[config.mk]
export PLATFORM = sky130hd
export DESIGN_NAME = axi4_lite_register_bridge_flat
export DESIGN_NICKNAME = d
export VERILOG_FILES = /design/src/rtl/axi4_lite_register_bridge_if.sv /design/src/rtl/axi4_lite_register_bridge.sv /design/src/flat_wrapper.sv
export SDC_FILE = /design/constraint.sdc
export NUM_CORES = 1
export LEC_CHECK = 0
export BUFFER_PORTS_ARGS = -buffer_cell sky130_fd_sc_hd__buf_2
export CAP_MARGIN = 20
export CORE_AREA = 2 2 173 175
export CTS_CLUSTER_SIZE = 20
export DETAILED_ROUTE_END_ITERATION = 7
export DIE_AREA = 0 0 175 177
export SLEW_MARGIN = 0
export SYNTH_ARGS = -nofsm -noshare
export SYNTH_HDL_FRONTEND = slang
export SYNTH_SLANG_ARGS = --single-unit
[constraint.sdc]
create_clock -name aclk -period 1.4 [get_ports aclk]
set_input_delay 0.07 -clock aclk [delete_from_list [all_inputs] [get_ports aclk]]
set_output_delay 0.07 -clock aclk [all_outputs]
set_load 0.1 [all_outputs]
[src/rtl/axi4_lite_register_bridge_if.sv]
// AXI4-Lite channel bundle for the register bridge.
// The master drives requests and ready for the responses; the slave drives the rest.
interface axi4_lite_register_bridge_if #(
   parameter int N = 4,
   parameter int A = 32
);
   logic [A-1:0]   awaddr;
   logic           awvalid;
   logic           awready;
   logic [8*N-1:0] wdata;
   logic [N-1:0]   wstrb;
   logic           wvalid;
   logic           wready;
   logic [1:0]     bresp;
   logic           bvalid;
   logic           bready;
   logic [A-1:0]   araddr;
   logic           arvalid;
   logic           arready;
   logic [8*N-1:0] rdata;
   logic [1:0]     rresp;
   logic           rvalid;
   logic           rready;

   modport master (
      output awaddr, awvalid, wdata, wstrb, wvalid, bready, araddr, arvalid, rready,
      input  awready, wready, bresp, bvalid, arready, rdata, rresp, rvalid
   );

   modport slave (
      input  awaddr, awvalid, wdata, wstrb, wvalid, bready, araddr, arvalid, rready,
      output awready, wready, bresp, bvalid, arready, rdata, rresp, rvalid
   );
endinterface

[src/rtl/axi4_lite_register_bridge.sv]
// AXI4-Lite slave exposing MI registers: byte-strobed writes into register_out,
// reads sampled from register_in, with one-cycle wr_en/rd_en strobes.
module axi4_lite_register_bridge #(
   parameter int N  = 4,
   parameter int MW = 2,
   parameter int MI = 2**MW,
   parameter int A  = 32
) (
   input  logic                   aclk,
   input  logic                   reset,
   axi4_lite_register_bridge_if.slave axi,
   input  logic [MI-1:0][8*N-1:0] register_in,
   output logic [MI-1:0][8*N-1:0] register_out,
   output logic [MI-1:0]          wr_en,
   output logic [MI-1:0]          rd_en,
   output logic [8*N-1:0]         reg_wdata
);
   localparam int LB = $clog2(N);

   if (!(N == 4 || N == 8)) begin : g_bad_width
      $fatal(1, "axi4_lite_register_bridge: N must be 4 or 8");
   end

   typedef enum logic [2:0] {W_IDLE, W_HAVE_AW, W_HAVE_W, W_EXEC, W_RESP} wstate_e;
   typedef enum logic {R_IDLE, R_DATA} rstate_e;

   wstate_e                 wstate_q, wstate_d;
   rstate_e                 rstate_q, rstate_d;
   logic [MW-1:0]           widx_q, widx_d;
   logic [8*N-1:0]          wdata_q, wdata_d;
   logic [N-1:0]            wstrb_q, wstrb_d;
   logic [MI-1:0][8*N-1:0]  regs_q, regs_d;
   logic [8*N-1:0]          reg_wdata_q, reg_wdata_d;
   logic [MW-1:0]           ridx_q, ridx_d;
   logic [8*N-1:0]          rdata_q, rdata_d;
   logic                    rpulse_q, rpulse_d;
   logic                    aw_ready, w_ready, b_valid, ar_ready, r_valid;
   logic [MW-1:0]           aw_idx, ar_idx;
   logic                    unused_addr_bits;

   assign aw_idx           = axi.awaddr[LB +: MW];
   assign ar_idx           = axi.araddr[LB +: MW];
   assign unused_addr_bits = ^{axi.awaddr, axi.araddr};

   always_comb begin
      wstate_d    = wstate_q;
      widx_d      = widx_q;
      wdata_d     = wdata_q;
      wstrb_d     = wstrb_q;
      regs_d      = regs_q;
      reg_wdata_d = reg_wdata_q;
      aw_ready    = 1'b0;
      w_ready     = 1'b0;
      b_valid     = 1'b0;
      wr_en       = '0;
      case (wstate_q)
         W_IDLE: begin
            aw_ready = 1'b1;
            w_ready  = 1'b1;
            if (axi.awvalid && axi.wvalid) wstate_d = W_EXEC;
            else if (axi.awvalid)          wstate_d = W_HAVE_AW;
            else if (axi.wvalid)           wstate_d = W_HAVE_W;
         end
         W_HAVE_AW: begin
            w_ready = 1'b1;
            if (axi.wvalid) wstate_d = W_EXEC;
         end
         W_HAVE_W: begin
            aw_ready = 1'b1;
            if (axi.awvalid) wstate_d = W_EXEC;
         end
         W_EXEC: begin
            for (int unsigned r = 0; r < MI; r++) begin
               if (widx_q == MW'(r)) begin
                  wr_en[r] = 1'b1;
                  for (int unsigned k = 0; k < N; k++) begin
                     if (wstrb_q[k]) regs_d[r][8*k +: 8] = wdata_q[8*k +: 8];
                  end
               end
            end
            reg_wdata_d = wdata_q;
            wstate_d    = W_RESP;
         end
         W_RESP: begin
            b_valid = 1'b1;
            if (axi.bready) wstate_d = W_IDLE;
         end
         default: wstate_d = W_IDLE;
      endcase
      // Address and data are latched on their own handshake and held until W_EXEC.
      if (aw_ready && axi.awvalid) widx_d = aw_idx;
      if (w_ready && axi.wvalid) begin
         wdata_d = axi.wdata;
         wstrb_d = axi.wstrb;
      end
   end

   always_ff @(posedge aclk) begin
      if (reset) begin
         wstate_q    <= W_IDLE;
         widx_q      <= '0;
         wdata_q     <= '0;
         wstrb_q     <= '0;
         regs_q      <= '0;
         reg_wdata_q <= '0;
      end else begin
         wstate_q    <= wstate_d;
         widx_q      <= widx_d;
         wdata_q     <= wdata_d;
         wstrb_q     <= wstrb_d;
         regs_q      <= regs_d;
         reg_wdata_q <= reg_wdata_d;
      end
   end

   always_comb begin
      rstate_d = rstate_q;
      ridx_d   = ridx_q;
      rdata_d  = rdata_q;
      rpulse_d = 1'b0;
      ar_ready = (rstate_q == R_IDLE);
      r_valid  = (rstate_q == R_DATA);
      rd_en    = '0;
      case (rstate_q)
         R_IDLE: begin
            if (axi.arvalid) begin
               rstate_d = R_DATA;
               ridx_d   = ar_idx;
               rpulse_d = 1'b1;
               for (int unsigned r = 0; r < MI; r++) begin
                  if (ar_idx == MW'(r)) rdata_d = register_in[r];
               end
            end
         end
         R_DATA: if (axi.rready) rstate_d = R_IDLE;
         default: rstate_d = R_IDLE;
      endcase
      for (int unsigned r = 0; r < MI; r++) begin
         if (rpulse_q && ridx_q == MW'(r)) rd_en[r] = 1'b1;
      end
   end

   always_ff @(posedge aclk) begin
      if (reset) begin
         rstate_q <= R_IDLE;
         ridx_q   <= '0;
         rdata_q  <= '0;
         rpulse_q <= 1'b0;
      end else begin
         rstate_q <= rstate_d;
         ridx_q   <= ridx_d;
         rdata_q  <= rdata_d;
         rpulse_q <= rpulse_d;
      end
   end

   assign axi.awready  = aw_ready;
   assign axi.wready   = w_ready;
   assign axi.bvalid   = b_valid;
   assign axi.bresp    = 2'b00;
   assign axi.arready  = ar_ready;
   assign axi.rvalid   = r_valid;
   assign axi.rresp    = 2'b00;
   assign axi.rdata    = rdata_q;
   assign register_out = regs_q;
   assign reg_wdata    = reg_wdata_q;
endmodule

[src/flat_wrapper.sv]
// flat-port wrapper written by rule: the top's interface ports become plain ports
module axi4_lite_register_bridge_flat 
#(
   parameter int N  = 4,
   parameter int MW = 2,
   parameter int MI = 2**MW,
   parameter int A  = 32
)
  (aclk, reset, register_in, register_out, wr_en, rd_en, reg_wdata, axi_awaddr, axi_awvalid, axi_wdata, axi_wstrb, axi_wvalid, axi_bready, axi_araddr, axi_arvalid, axi_rready, axi_awready, axi_wready, axi_bresp, axi_bvalid, axi_arready, axi_rdata, axi_rresp, axi_rvalid);
  axi4_lite_register_bridge_if #(.N(N), .A(A)) axi_i ();
  input  logic aclk;
  input  logic reset;
  input  logic [MI-1:0][8*N-1:0] register_in;
  output logic [MI-1:0][8*N-1:0] register_out;
  output logic [MI-1:0] wr_en;
  output logic [MI-1:0] rd_en;
  output logic [8*N-1:0] reg_wdata;
  input wire logic [$bits(axi_i.awaddr)-1:0] axi_awaddr;
  input wire logic [$bits(axi_i.awvalid)-1:0] axi_awvalid;
  input wire logic [$bits(axi_i.wdata)-1:0] axi_wdata;
  input wire logic [$bits(axi_i.wstrb)-1:0] axi_wstrb;
  input wire logic [$bits(axi_i.wvalid)-1:0] axi_wvalid;
  input wire logic [$bits(axi_i.bready)-1:0] axi_bready;
  input wire logic [$bits(axi_i.araddr)-1:0] axi_araddr;
  input wire logic [$bits(axi_i.arvalid)-1:0] axi_arvalid;
  input wire logic [$bits(axi_i.rready)-1:0] axi_rready;
  output wire logic [$bits(axi_i.awready)-1:0] axi_awready;
  output wire logic [$bits(axi_i.wready)-1:0] axi_wready;
  output wire logic [$bits(axi_i.bresp)-1:0] axi_bresp;
  output wire logic [$bits(axi_i.bvalid)-1:0] axi_bvalid;
  output wire logic [$bits(axi_i.arready)-1:0] axi_arready;
  output wire logic [$bits(axi_i.rdata)-1:0] axi_rdata;
  output wire logic [$bits(axi_i.rresp)-1:0] axi_rresp;
  output wire logic [$bits(axi_i.rvalid)-1:0] axi_rvalid;
  assign axi_i.awaddr = axi_awaddr;
  assign axi_i.awvalid = axi_awvalid;
  assign axi_i.wdata = axi_wdata;
  assign axi_i.wstrb = axi_wstrb;
  assign axi_i.wvalid = axi_wvalid;
  assign axi_i.bready = axi_bready;
  assign axi_i.araddr = axi_araddr;
  assign axi_i.arvalid = axi_arvalid;
  assign axi_i.rready = axi_rready;
  assign axi_awready = axi_i.awready;
  assign axi_wready = axi_i.wready;
  assign axi_bresp = axi_i.bresp;
  assign axi_bvalid = axi_i.bvalid;
  assign axi_arready = axi_i.arready;
  assign axi_rdata = axi_i.rdata;
  assign axi_rresp = axi_i.rresp;
  assign axi_rvalid = axi_i.rvalid;
  axi4_lite_register_bridge #(.N(N), .MW(MW), .MI(MI), .A(A)) u_core (.aclk(aclk), .reset(reset), .axi(axi_i), .register_in(register_in), .register_out(register_out), .wr_en(wr_en), .rd_en(rd_en), .reg_wdata(reg_wdata));
endmodule
### Word level (Yosys, flattened, before mapping)

Index checks and enable logic that the tools add are counted.

* $add $sub $neg: 0
* $mul: 0
* div/mod/pow operators: 0
* $lt $le $gt $ge: 0
* equality and inequality tests: 17
* shift operators: 0
* muxes and demuxes: 26
* bitwise gates (word level): 1
* reductions and logical operators: 34

Operator list (count)
* 32-bit two-way mux: 4
* 3-bit AND reduction: 17
* 3-bit two-way mux: 6
* 3-bit case mux with 5 select lines: 1
* 1-bit two-way mux: 13
* 2-bit == test, second input constant: 6
* 1-bit logical AND: 7
* 2-bit by 1-bit == test with 1-bit output, second input constant: 3
* 3-bit by 2-bit == test with 1-bit output, second input constant: 2
* 2-bit logical NOT: 3
* 2-bit != test, second input constant: 3
* 2-bit OR reduction: 3
* 4-bit two-way mux: 1
* 4-bit by 3-bit != test with 1-bit output, second input constant: 1
* 4-bit AND reduction: 1
* 4-bit nonzero test: 1
* 3-bit by 1-bit == test with 1-bit output, second input constant: 1
* 3-bit == test, second input constant: 1
* 3-bit logical NOT: 1
* 1-bit case mux with 2 select lines: 1
* 2-bit AND reduction: 1
* 1-bit inverter: 1

* register bits: 237
* latch bits: 0
* bits in writable memories: 0
* memory bits (read-only): 0
* bits of input ports: 235
* output and inout bits: 209
* memories kept: 0

### Depth between registers and ports, before layout

Gate-level depths: netlist of run 1.

* word-level depth: 5
* gate-level depth with buffers: 6
* depth with buffers taken out: 3

### Worst setup path after synthesis of run 1

Ideal clock, no wire load.

* path type: reg-to-output
* from: reg u_core.wstate_q[2]
* to: out wr_en[1]
* data arrival time: 3.126 ns
* required time: 1.330 ns
* path slack: -1.796 ns
* cell stages (with the launch flop): 5
* buffers on the path: 2
* path through: dfxtp_1 -> buf_6 -> nand3b_1 -> buf_2 -> nor3b_1

* longest elaborated chain between the ends: 2

RTL lines
* start, declared: line axi4_lite_register_bridge.sv:27 `wstate_e wstate_q, wstate_d;`
* start signal, assigned: line axi4_lite_register_bridge.sv:107 `wstate_q <= wstate_d;`
* 3-bit by 2-bit == test with 1-bit output: line axi4_lite_register_bridge.sv:56 `case (wstate_q)`
* 4-bit two-way mux: line axi4_lite_register_bridge.sv:56
* end, declared: line flat_wrapper.sv:15 `output logic [MI-1:0] wr_en;`

Every way passes these cells.

### Final worst setup path of run 1

* from: reg u_core.wstate_q[1]
* to: out wr_en[1]

The elaborated chain is that of the path after synthesis.

==> impl_metrics.toml, run 1 <==
[route]
wl_per_cell_um = 17.64
drc = 0
drtPass1Iterations = 5
drtIter0Drc = 497
via_per_inst = 4.733
vias = 9433
antenna_left = 0
drt-total-wl_mm = 35.16

[logic_synthesis]
synthTopCellsByArea = "dfxtp_1 47%, mux2i_1 19%, nand2b_1 9.9%, nand2_1 5.1%, o22ai_2 3.7%"
synth_top_cell_by_area = "dfxtp_1"
yosys_warnings = 0
synth_top_area_share_pct = 46.62
synth-seq-area-share_pct = 46.62
synth_flop_cell = "dfxtp_1"
avgSynthCellArea_um2 = 10.20
synth-seq-cells = 237
async_flop_share_pct = 0
synth_commonest_cells = "237 x dfxtp_1, 197 x mux2i_1, 161 x nand2b_1, 139 x nand2_1, 70 x a21oi_1"
netlist_area_um2 = 10180
syn_inst = 998
synth-edff-count = 0
yosysMostFrequentCell = "dfxtp_1"
yosys.cell_types.count = 41

[worst_setup_path]
cp.required_ns = 1.33
cp.arrival_ns = 1.66
end_kind = "output pin"
critPathLaunchType = "flop"
r2r_start = "u_core.wstate_q[2]"
worstSetupPathType = "flop to output pin"
crit_path_start = "u_core.wstate_q[1]"
rr_worst_depth = 6
cp_max_fo = 5

[cts]
clockBufferDepth = 3
clkLatencyLatePin_ns = 0.54
numCtsBuffers = 26
htreeDepth = 1
path_clk_slew_ns = 0.07
cts_tree = "done"
cts_root_buf = "clkbuf_16"
numClockSinks = 237

[floorplanning]
io_pins = 444
rows = 63
core_area_um2 = 29240
die_h_um = 177
die_w_um = 175
die-area_um2 = 30980
initial_core_util_pct = 34.80

[hold_path]
hold_depth = 4
hold_start = "register_in[87]"
hp-class = "primary input to flop"

[global_route]
grt_pass1_wl_mm = 52.67
grt_pass1_vias = 9591
grt_use_total_pct = 21.50
grt_max_degree = 76
grt.overflow.total = 0
antenna_found_initial = 4

[timing]
whs_ns = 0.06441
timing.final.ws_setup_ns = -0.3297
setup_viol = 136
rsz0062_at_grt = "yes"
fmax_mhz = 578.1
min_period_over_period_pct = 123.6
slew_headroom_pct = 64.80
fin_crit_ns = 1.730
hold_viol = 0
skew_ns = 0.02773
drv_slew = 0
fin_tns_setup_ns = -6.591
worst_pin_slew_ns = 0.5316

[layout]
area_growth_pct = 61.59
design_area_um2 = 16440
fin_nets = 1815
drive_gt1_share_pct = 36.50

[place]
dpl-instance-area_um2 = 13050
gp_congestion = 0.8402
dp_hpwl_mm = 23.54
io_buffers = 379

[status]
outcome = "finished with violations"
violations = "negative setup slack"

[flow_run]
cap_violations = 0

[power]
p_leak_nw = 7.931
p_per_area_nw_per_um2 = 1073
ir_drop_v = 0.0009955
fin_total_pwr_mw = 17.64
[worst paths after layout]
| check | end | slack, ns |
|---|---|---|
| worst min-delay path | u_core.axi.rdata[23] | 0.06 |
| worst max register to register | u_core.register_out[84] | -0.12 |
| worst max-delay path | wr_en[1] | -0.33 |
| worst min register to register | u_core.axi.rdata[0] | 0.45 |
[cells in the final DEF (no fill, tap or decap), types with 4 or more instances in the layout]
cell and n:
a21o_1 31, a21oi_1 70, and3_4 5, buf_12 34, buf_2 254, buf_4 92
buf_6 8, bufinv_16 5, clkbuf_1 4, clkbuf_16 29, clkbuf_4 60, clkbuf_8 5
clkinv_2 4, conb_1 4, dfxtp_1 228, dfxtp_2 5, dfxtp_4 4, dlygate4sd3_1 172
mux2i_1 196, nand2_1 136, nand2b_1 161, nand4_4 8, nor2_1 6, nor2_4 5
nor3b_4 4, o22ai_2 28
[kinds of logic after synthesis]
group                  share of synthesized area, %
AO/OA/AOI/OAI                                 9.640
buffers and inverters                         4.648
flip-flops                                    46.62
multiplexers                                  19.38
other                                       0.03685
AND/OR/NAND/NOR                               19.67
[critical path, stage by stage, from the launching register on]
cell      delay (ns)
dfxtp_2         0.33
buf_6           0.10
nand3b_1        0.12
buf_6           0.16
nor3b_4         0.22
buf_12          0.21
[power by group]
| group | leakage, nW | switching, mW | total (mW) | internal, mW |
|---|---|---|---|---|
| sequential | 1.93 | 0.123 | 7.04 | 6.92 |
| combinational | 5.54 | 1.75 | 3.05 | 1.30 |
| clock | 0.468 | 2.84 | 7.55 | 4.71 |
[stage by stage]
step	std cells	utilization, %	worst slack [ns]
after global placement	1754	44.64	-0.08441
final	1993	56.23	-0.3297
after global routing	1992	56.22	-0.4094
after CTS	1985	55.13	-0.3474
after detailed placement	1754	44.64	-0.07326
after floorplan	1001	-	-0.4041
[layer usage]
metal	global-route usage (%)	vias to the layer above	part of all wire, %
met3	4.618	76	6.3
met1	27.30	4474	44
li1	-	4560	-
met5	0	-	0.034
met4	7.049	2	3.1
met2	36.35	321	47
[sequential cells by signal (all words and copies together), names as in the netlist]
signal and count:
u_core.rpulse_q 1, u_core.reg_wdata 32, u_core.wstate_q 3, u_core.wdata_q 32
u_core.axi.rdata 32, u_core.axi.rvalid 1, u_core.widx_q 2, u_core.ridx_q 2
u_core.wstrb_q 4, u_core.register_out 128
[area by class of cell]
class	count	area [um2]
Timing Repair Buffer	625	5037
Tap cell	390	488.0
Multi-Input combinational cell	688	5185
Clock inverter	12	192.7
Sequential cell	237	4766
Fill cell	2537	12800
Antenna cell	3	7.507
Clock buffer	36	759.5
Inverter	2	7.507
[repair_timing]
item                                    4_1_cts  5_1_grt
pin swaps                                    16       10
gates resized for setup                      92       82
cloned                                        3        2
hold endpoints to repair                     79        1
endpoints found under the setup margin      152      242
hold buffers                                172        1
buffers inserted                              9        3
Note: power is estimated with default switching activity, not from simulation.
==> run 2, diff against run 1 <==
==> constraint.sdc (replaced) <==
create_clock -name aclk -period 1.4 [get_ports aclk]
set_input_delay 0.28 -clock aclk [delete_from_list [all_inputs] [get_ports aclk]]
set_output_delay 0.28 -clock aclk [all_outputs]
set_load 0.1 [all_outputs]
==> impl_metrics.toml, run 2 (synthesis results as in run 1) <==
[floorplanning]
io_pins = 444
core_area_um2 = 29240
rows = 63
initial_core_util_pct = 34.80
die_h_um = 177
die_w_um = 175
die-area_um2 = 30980

[layout]
nFillCells = 2258
drive_gt1_share_pct = 52.98
final_common_cell = "buf_12"
area_growth_pct = 75.99
mostFrequentLayoutCells = "224 x buf_12, 193 x mux2i_1, 191 x dfxtp_2"
fin_nets = 1691
final_util_pct = 61.24
largest_register_ffs = 128

[timing]
min_period_over_period_pct = 137.3
fmax_mhz = 520.1
skew_ns = 0.01685
hold_viol = 0
timing.final.ws_setup_ns = -0.5226
fin_crit_ns = 1.923
setup_viol = 206
drv_slew = 0
fin_tns_setup_ns = -28.32
rsz0062_at_grt = "yes"

[global_route]
grt_use_total_pct = 22.46
busiest_layer = "met2"
grt.overflow.total = 0
antenna_found_initial = 4
grt_pass1_vias = 9448
grtUsageMet1_pct = 26.32
grt.met2_usage_pct = 39.31
grt_pass1_wl_mm = 54.34
gr-usage-met3_pct = 6.100
grt_max_degree = 62

[worst_setup_path]
cp.arrival_ns = 1.64
worstSetupPathType = "flop to output pin"
crit_top_cell = "buf_6"
crit_slowest_cell = "dfxtp_2"
cp_max_fo = 4
worstPathCellList = "buf_6, nand3b_1, buf_6, nor3b_4, buf_12"
slowest_delay_ns = 0.33
cp.required_ns = 1.12
end_kind = "output pin"
critPathLaunchType = "flop"

[status]
outcome = "finished with violations"
violations = "negative setup slack"

[cts]
htreeDepth = 1
numClockSinks = 237
clkLatencyLatePin_ns = 0.53
cts_root_buf = "clkbuf_16"
cts_tree = "done"
numCtsBuffers = 26
clockBufferDepth = 3
path_clk_slew_ns = 0.06

[route]
drt-total-wl_mm = 36.21
antenna_left = 0
drtIter0Drc = 409
drtPass1Iterations = 6
via_per_inst = 4.838
vias = 9043
wl_per_cell_um = 19.37
drc = 0

[place]
dp_hpwl_mm = 23.73
io_buffers = 379
gp_congestion = 0.8455

[hold_path]
hp-class = "primary input to flop"

[power]
p_per_area_nw_per_um2 = 950.7
ir_drop_v = 0.0009746
p_leak_nw = 8.002
fin_total_pwr_mw = 17.03

[flow_run]
cap_violations = 0
-- run 2: cell count changes in the layout (fill, tap and decap cells not counted), moves of 4 or more --
cell / before / now
buf_12: 34 / 224
dfxtp_1: 228 / 38
dfxtp_2: 5 / 191
dlygate4sd3_1: 172 / 40
buf_2: 254 / 172
clkbuf_4: 60 / 0
buf_4: 92 / 42
buf_6: 8 / 21
clkinv_2: 4 / 9
dfxtp_4: 4 / 8
-- run 2: cell type report --
class                      instances  area (um2)  share of cell area [%]
tap                              390       488.0                   2.725
sequential                       237        5014                   28.00
clock inverter                    14       138.9                  0.7755
antenna                            3       7.507                 0.04192
clock buffer                      34       750.7                   4.192
timing repair buffer             501        6327                   35.33
inverter                           2       11.26                 0.06288
multi-input combinational        688        5171                   28.88
-- run 2: repair_timing --
action                                  in CTS  in global routing
buffers inserted                             9                  8
pin swaps                                   19                  6
hold buffers                                40                  0
endpoints found under the setup margin     301                272
resized for setup                          856                 59
hold endpoints to repair                    40                  0
-- run 2: metal layers --
layer	vias to the layer above	share of wire [%]
met5	-	0.033
met4	2	3.3
met3	75	6.8
met2	305	50
met1	4347	40
li1	4314	-
-- run 2: metrics by stage --
stage	setup WS (ns)	cells	hold WS [ns]	instance area (um2)
after floorplan	-0.6141	1001	0.3698	10310
after global placement	-0.06956	1761	0.4300	13500
after detailed placement	-0.08071	1761	0.4335	13500
after CTS	-0.5829	1858	0.03527	17680
after global routing	-0.6064	1867	0.08758	17900
final	-0.5226	1869	0.07861	17910
-- run 2: critical path, delay by kind of cell, from the launching register on --
kind,cells,cell delay (ns)
AND/OR/NAND/NOR,2,0.32
buffers and inverters,3,0.46
flip-flops,1,0.33
-- run 2: path summary, 6_finish.rpt --
path                      start                       to  slack [ns]  depth (start not counted)
min reg2reg  u_core.wdata_q[29]     u_core.reg_wdata[29]        0.46                          2
max reg2reg  u_core.wstate_q[2]  u_core.register_out[41]       -0.24                          8
max          u_core.wstate_q[1]                 wr_en[1]       -0.52                          5
min                 axi_awvalid       u_core.wstate_q[0]        0.08                          3
-- run 2: power by group --
part	total (mW)	leakage (nW)	switching [mW]	internal, mW
Sequential	7.10	2.02	0.172	6.92
Combinational	2.89	5.53	1.67	1.22
Clock	7.04	0.451	2.89	4.15
==> run 3, diff against run 2 <==
--- a/config.mk
+++ b/config.mk
@@ -11,6 +11,7 @@
 export CTS_CLUSTER_SIZE = 20
 export DETAILED_ROUTE_END_ITERATION = 7
 export DIE_AREA = 0 0 175 177
+export SETUP_SLACK_MARGIN = 0.1
 export SLEW_MARGIN = 0
 export SYNTH_ARGS = -nofsm -noshare
 export SYNTH_HDL_FRONTEND = slang
==> impl_metrics.toml, run 3 (synthesis results as in run 1) <==
[status]
outcome = "finished with violations"
violations = "negative setup slack"

[floorplanning]
die_h_um = 177
die-area_um2 = 30980
core_area_um2 = 29240
die_w_um = 175
initial_core_util_pct = 34.80
rows = 63
io_pins = 444

[timing]
drv_slew = 0
min_period_over_period_pct = 135.6
rsz0062_at_grt = "yes"
setup_viol = 187
fmax_mhz = 526.6
skew_ns = 0.01055
fin_tns_setup_ns = -17.15
timing.final.ws_setup_ns = -0.4989
fin_crit_ns = 1.899
hold_viol = 0

[route]
antenna_left = 0
wl_per_cell_um = 20.20
drtIter0Drc = 402
vias = 9377
drtPass1Iterations = 4
via_per_inst = 4.854
drc = 0
drt-total-wl_mm = 39.03

[layout]
mostFrequentLayoutCells = "231 x buf_12, 192 x mux2i_1, 172 x buf_2"
final_util_pct = 64.41
seqCellArea_um2 = 5084
area_growth_pct = 85.11
drive_gt1_share_pct = 58.10
design_area_um2 = 18840
multiInputGateArea_um2 = 5389
final_common_cell = "buf_12"
nFillCells = 2121
largest_register_ffs = 128
fin_nets = 1752

[cts]
path_clk_slew_ns = 0.06
cts_root_buf = "clkbuf_16"
numClockSinks = 237
cts_tree = "done"
numCtsBuffers = 27
clkLatencyLatePin_ns = 0.53
htreeDepth = 1
clockBufferDepth = 3

[worst_setup_path]
cp.required_ns = 1.12
cp.arrival_ns = 1.62
worstSetupPathType = "flop to output pin"
critPathLaunchType = "flop"
end_kind = "output pin"
cp_max_fo = 4

[flow_run]
cap_violations = 0

[hold_path]
hp-class = "primary input to flop"

[place]
dpl-instance-area_um2 = 13560
io_buffers = 379
pre_cts_slack_ns = -0.2126
gp_congestion = 0.8211
dp_hpwl_mm = 23.58

[power]
ir_drop_v = 0.0007793
fin_total_pwr_mw = 17.25
p_leak_nw = 8.389
p_per_area_nw_per_um2 = 915.7

[global_route]
grt_use_total_pct = 22.74
grt_pass1_vias = 9749
grt_max_degree = 73
antenna_found_initial = 7
grt.overflow.total = 0
grt_pass1_wl_mm = 55.37
==> run 3: layer usage <==
| metal | global-route usage [%] | vias to the layer above | wire, um |
|---|---|---|---|
| met4 | 9.653 | 6 | 1436 |
| met2 | 39.15 | 321 | 19520 |
| met5 | 0 | - | 37 |
| met1 | 26.31 | 4519 | 15390 |
| met3 | 6.723 | 96 | 2650 |
| li1 | - | 4435 | - |
==> run 3: power by group <==
part | internal (mW) | leakage, nW | switching [mW]
Clock | 4.10 | 0.426 | 2.93
Sequential | 6.88 | 2.03 | 0.185
Combinational | 1.37 | 5.93 | 1.78
==> run 3: path summary, 6_finish.rpt <==
kind | start | to | slack (ns) | depth (start not counted)
worst max register to register | u_core.wstate_q[2] | u_core.wdata_q[3] | -0.27 | 8
worst min register to register | u_core.wdata_q[23] | u_core.reg_wdata[23] | 0.46 | 2
worst min-delay path | axi_awvalid | u_core.wstate_q[0] | 0.08 | 3
worst max-delay path | u_core.wstate_q[2] | wr_en[0] | -0.50 | 4
==> run 3: final cells by class <==
| type | instances | share of cell area (%) |
|---|---|---|
| multi-input combinational | 688 | 28.61 |
| clock buffer | 35 | 3.906 |
| sequential | 237 | 26.99 |
| antenna | 5 | 0.06642 |
| inverter | 2 | 0.05978 |
| timing repair buffer | 561 | 37.02 |
| tap | 390 | 2.591 |
| clock inverter | 14 | 0.7572 |
==> run 3: critical path: stages, from the launching register on <==
cell and delay, ns:
dfxtp_4 0.35, nand3b_1 0.18, buf_6 0.15, nor3_4 0.18
buf_12 0.21
==> run 3: stage by stage <==
stage	std cells	hold slack, ns
5_1_grt	1929	0.08394
6_report	1932	0.08185
3_5_place_dp	1763	0.4335
2_1_floorplan	1001	0.3698
4_1_cts	1882	0.04042
3_3_place_gp	1763	0.4302
==> run 3: repair_timing <==
action	4_1_cts	5_1_grt
hold buffers	40	0
buffers inserted	30	40
endpoints found under the setup margin	419	436
hold endpoints to repair	40	0
cloned	0	8
gates resized for setup	875	130
pin swaps	26	50
